### src/rtl/store_unit_pkg.sv
// Shared store-path encodings: width codes, FSM states, default write timeout.
package store_unit_pkg;

    localparam logic [1:0] F3_SB = 2'b00;
    localparam logic [1:0] F3_SH = 2'b01;
    localparam logic [1:0] F3_SW = 2'b10;

    typedef enum logic {
        S_IDLE  = 1'b0,
        S_WRITE = 1'b1
    } state_e;

    localparam int TIMEOUT_CYCLES_DEF = 16;

endpackage

### src/rtl/store_lane_align.sv
// Places store data on its byte lanes and builds the byte mask; flags misaligned/illegal widths.
// Purely combinational, no handshake.
module store_lane_align
    import store_unit_pkg::*;
(
    input  logic [1:0]  funct3_in,
    input  logic [1:0]  addr_lsb_in,
    input  logic [31:0] rs2_in,
    output logic [31:0] data_out,
    output logic [3:0]  mask_out,
    output logic        misaligned_out
);

    always_comb begin
        data_out       = 32'h0;
        mask_out       = 4'b0000;
        misaligned_out = 1'b0;
        case (funct3_in)
            F3_SB: begin
                data_out = {24'h0, rs2_in[7:0]} << {addr_lsb_in, 3'b000};
                mask_out = 4'b0001 << addr_lsb_in;
            end
            F3_SH: begin
                misaligned_out = addr_lsb_in[0];
                data_out       = addr_lsb_in[1] ? {rs2_in[15:0], 16'h0} : {16'h0, rs2_in[15:0]};
                mask_out       = addr_lsb_in[1] ? 4'b1100 : 4'b0011;
            end
            F3_SW: begin
                misaligned_out = |addr_lsb_in;
                data_out       = rs2_in;
                mask_out       = 4'b1111;
            end
            default: misaligned_out = 1'b1;
        endcase
    end

endmodule

### src/rtl/store_unit.sv
// Data-memory store unit: registered write request 1 cycle after store_req_in.
// Stalls upstream while memory withholds ready; aborts with bus_err_out after TIMEOUT_CYCLES.
module store_unit
    import store_unit_pkg::*;
#(
    parameter int TIMEOUT_CYCLES = TIMEOUT_CYCLES_DEF
) (
    input  logic        clk_in,
    input  logic        rst_in,
    input  logic        store_req_in,
    input  logic [1:0]  funct3_in,
    input  logic [31:0] iadder_in,
    input  logic [31:0] rs2_in,
    input  logic        dm_ready_in,
    output logic [31:0] dm_addr_out,
    output logic [31:0] dm_data_out,
    output logic [3:0]  dm_mask_out,
    output logic        dm_wr_req_out,
    output logic        stall_out,
    output logic        misaligned_out,
    output logic        bus_err_out
);

    localparam int              CW       = $clog2(TIMEOUT_CYCLES + 1);
    localparam logic [CW-1:0]   CNT_LAST = CW'(TIMEOUT_CYCLES - 1);

    state_e        state_q, state_d;
    logic [CW-1:0] cnt_q, cnt_d;
    logic [31:0]   addr_q, addr_d;
    logic [31:0]   data_q, data_d;
    logic [3:0]    mask_q, mask_d;
    logic          mis_q, mis_d;
    logic          err_q, err_d;
    logic          take_req;

    logic [31:0]   al_data;
    logic [3:0]    al_mask;
    logic          al_mis;

    store_lane_align u_align (
        .funct3_in      (funct3_in),
        .addr_lsb_in    (iadder_in[1:0]),
        .rs2_in         (rs2_in),
        .data_out       (al_data),
        .mask_out       (al_mask),
        .misaligned_out (al_mis)
    );

    always_comb begin
        state_d  = state_q;
        cnt_d    = cnt_q;
        addr_d   = addr_q;
        data_d   = data_q;
        mask_d   = mask_q;
        mis_d    = 1'b0;
        err_d    = 1'b0;
        take_req = 1'b0;

        case (state_q)
            S_IDLE: take_req = store_req_in;
            S_WRITE: begin
                // Ready beats the timeout boundary; a request while stalled is ignored.
                if (dm_ready_in) begin
                    state_d  = S_IDLE;
                    take_req = store_req_in;
                end else if (cnt_q == CNT_LAST) begin
                    state_d = S_IDLE;
                    err_d   = 1'b1;
                end else begin
                    cnt_d = cnt_q + CW'(1);
                end
            end
            default: state_d = S_IDLE;
        endcase

        if (take_req) begin
            if (al_mis) begin
                mis_d = 1'b1;
            end else begin
                addr_d  = {iadder_in[31:2], 2'b00};
                data_d  = al_data;
                mask_d  = al_mask;
                cnt_d   = '0;
                state_d = S_WRITE;
            end
        end
    end

    always_ff @(posedge clk_in) begin
        if (rst_in) begin
            state_q <= S_IDLE;
            cnt_q   <= '0;
            addr_q  <= 32'h0;
            data_q  <= 32'h0;
            mask_q  <= 4'b0000;
            mis_q   <= 1'b0;
            err_q   <= 1'b0;
        end else begin
            state_q <= state_d;
            cnt_q   <= cnt_d;
            addr_q  <= addr_d;
            data_q  <= data_d;
            mask_q  <= mask_d;
            mis_q   <= mis_d;
            err_q   <= err_d;
        end
    end

    assign dm_addr_out    = addr_q;
    assign dm_data_out    = data_q;
    assign dm_mask_out    = mask_q;
    assign dm_wr_req_out  = (state_q == S_WRITE);
    assign stall_out      = (state_q == S_WRITE) & ~dm_ready_in;
    assign misaligned_out = mis_q;
    assign bus_err_out    = err_q;

endmodule

### config.mk
export PLATFORM = sky130hd
export DESIGN_NAME = store_unit
export DESIGN_NICKNAME = d
export VERILOG_FILES = /design/src/rtl/store_unit_pkg.sv /design/src/rtl/store_lane_align.sv /design/src/rtl/store_unit.sv
export SDC_FILE = /design/constraint.sdc
export NUM_CORES = 1
export LEC_CHECK = 0
export BUFFER_PORTS_ARGS = -buffer_cell sky130_fd_sc_hd__clkbuf_2
export CAP_MARGIN = 0
export CORE_AREA = 2 2 98 100
export CTS_BUF_LIST = sky130_fd_sc_hd__clkbuf_16
export CTS_CLUSTER_DIAMETER = 120
export DETAILED_ROUTE_END_ITERATION = 10
export DIE_AREA = 0 0 100 102
export PLACE_DENSITY = 0.72
export SYNTH_ARGS = -nofsm -noshare
export SYNTH_HDL_FRONTEND = slang
export SYNTH_HIERARCHICAL = 1
export SYNTH_SLANG_ARGS = --single-unit
### constraint.sdc
create_clock -name clk_in -period 3.5 [get_ports clk_in]
set_input_delay 0.35 -clock clk_in [delete_from_list [all_inputs] [get_ports clk_in]]
set_output_delay 0.35 -clock clk_in [all_outputs]
set_load 0.02 [all_outputs]
==> flow_summary.toml <==
[placement]
dp_hpwl_um = 6870
place_area_mm2 = 0.00413
gp_congestion = 0.891
port_buffers = 139
dp_cells = 635

[synthesis]
synthCells = 427
synth.most_common_cell = "dfxtp_1"
ys_types = 45
syn_avg_cell_area_um2 = 8.33
synth.area.top_cells = "dfxtp_1 42%, a21oi_1 10%, o21ai_0 9.7%"
synth_warnings = 6
synthArstFlopShare = 0
synth_common_cells = "74 x dfxtp_1, 72 x a21oi_1, 69 x o21ai_0"
ys_seq_elements = 74
yosysTopAreaCellShare = 0.416
synthFlopType = "dfxtp_1"
syn-cell-area_mm2 = 0.00356
synth.largest_area_cell = "dfxtp_1"
synth_edf_count = 0
ys_seq_area_frac = 0.416

[drt]
vias = 3601
first_pass_iters = 5
vias_per_cell = 5.53
postRouteAntennaNets = 0
drt_iter0_drc = 258
drt-wirelength-per-cell_um = 15.7
drc = 0
drt_wl_total_um = 10200

[layout]
fill_cells = 922
drive_gt1_frac = 0.330
final_area_mm2 = 0.00444
antenna_cells = 0
syn2layout_area_growth_pct = 24.8
final_cells = 651
final_nets = 606

[sta]
clock.fmax_mhz = 469
rsz0062_at_grt = "false"
drv_slew = 0
finalCriticalPeriod_ps = 2130
finalSetupViolCount = 0
tightest_slew_ps = 1140
setup-tns-final_ps = 0
finalHoldViolCount = 0
period_share = 0.609
clock_skew_ps = 5.58
slew_headroom = 0.239

[clocking]
cts-htree-levels = 3
cts_setup_buffers = 0
numCtsBuffers = 9
root_buffer = "clkbuf_16"
cts-resized-gates = 0
cts_hold_buf = 0
clk_latency_ps = 320
clock_path_buffers = 2
cts_tree = "yes"
clk_pin_slew_ps = 60
clock_sinks = 74

[grt]
grt_pass1_wl_um = 16400
grt_pass1_vias = 3237
antenna_found_initial = 0
grt_max_degree = 74
track_usage = 0.200
overflow = 0

[worst_hold_path]
hp-class = "input pin to flop"
hp-start = "iadder_in[18]"

[pwr]
leakage_uw = 0.00190
power.density_mw_per_mm2 = 486
vdd_drop_max_v = 0.000234

[critical_path]
endpoint_kind = "flop"
cp_data_required_time_ps = 3670
critPathLaunch = "iadder_in[1]"
cpMaxStageDelayCell = "nand2b_2"
start_kind = "input pin"
worstPathArrival_ps = 2300
crit_buf_inv = 1
crit_chain = "clkbuf_2 -> o21a_1 -> o22a_1 -> nand2b_2 -> o21ai_0 -> a21oi_1"
reg2reg_from = "dm_wr_req_out"
cp_max_fo = 66
critical_path.top_delay_family = "compound AO/OA/AOI/OAI gates"
slowest_delay_ps = 720
worstSetupPathType = "input pin to flop"

[floorplanning]
row_count = 35
fp.coreArea_mm2 = 0.00911
dieArea_mm2 = 0.0102
dieHeight_um = 102
die_w_um = 100
start_util = 0.391
io_pins = 142

[run_status]
status = "finished, final reports clean"

[run]
drv_cap = 0
path summary, 6_finish.rpt:
| path | endpoint | slack, ps | depth (start not counted) |
|---|---|---|---|
| worst max-delay path | dm_addr_out[23] | 1370 | 6 |
| worst min-delay path | dm_addr_out[18] | 250 | 3 |
| worst max register to register | dm_addr_out[8] | 1710 | 5 |
| worst min register to register | dm_data_out[25] | 470 | 2 |
sequential cells by signal, summed over array words and instances (netlist names):
| name | cells |
|---|---|
| cnt_q | 5 |
| dm_wr_req_out | 1 |
| dm_data_out | 32 |
| bus_err_out | 1 |
| misaligned_out | 1 |
| dm_addr_out | 30 |
| dm_mask_out | 4 |
layout by cell type (no fill, tap or decap), drive strengths merged, types with 2 or more instances in the layout:
cell type    n
a21o         2
a21oi       72
a221o        8
a22o         8
and2         8
and3         7
buf          5
bufinv       2
clkbuf     148
clkinv       3
conb         2
dfxtp       74
inv          3
mux2i        2
nand2       20
nand2b       4
nand3       67
nor2         3
nor2b        4
nor3         5
nor3b        2
o21ai       77
cells by family (layout without fill, tap and decap cells):
family                   Yosys count  after routing  share of synthesized area
AO/OA/AOI/OAI                    172            172                      0.268
AND/OR/NAND/NOR                  127            127                      0.213
flip-flops                        74             74                      0.416
buffers and inverters             50            162                     0.0922
multiplexers                       2              2                    0.00563
adder cells (fa/ha/maj)            1              1                    0.00352
other                              1              2                    0.00105
layout make-up:
type / instances / area (µm²) / area share
clock buffer: 9 / 225 / 0.0507
clock inverter: 7 / 85.1 / 0.0192
inverter: 2 / 7.51 / 0.00169
multi-input combinational: 304 / 1760 / 0.395
sequential: 74 / 1480 / 0.334
tap: 111 / 139 / 0.0313
timing repair buffer: 144 / 746 / 0.168
through the flow:
stage          utilization  worst slack [ps]  hold slack (ps)  total power (µW)
2_1_floorplan            -              1830              468              1120
3_3_place_gp         0.453              1140              459              1210
3_5_place_dp         0.453              1010              467              1220
4_1_cts              0.487              1350              242              2180
5_1_grt              0.487              1100              253              2250
6_report             0.487              1370              254              2160
per-layer routing:
layer  vias to the layer above  GRT usage  part of all wire  wire length, µm
li1                       1760          -                 -                -
met4                         0     0.0875             0.027              276
met5                         -          0                 0                0
met1                      1692      0.270              0.45             4560
met2                       127      0.318              0.47             4840
met3                        22     0.0342             0.055              564
report_power, final:
part / total [µW] / internal, µW / switching, µW
sequential: 894 / 877 / 16.9
combinational: 305 / 109 / 196
clock: 959 / 616 / 343
worst reg2reg max path, cell delays in order (launching register included):
cell      delay (ps)
dfxtp_1          370
nand2b_4          70
inv_2            510
buf_4            420
o21ai_0          160
a21oi_1          190
Power figures use the tool's default switching activity.
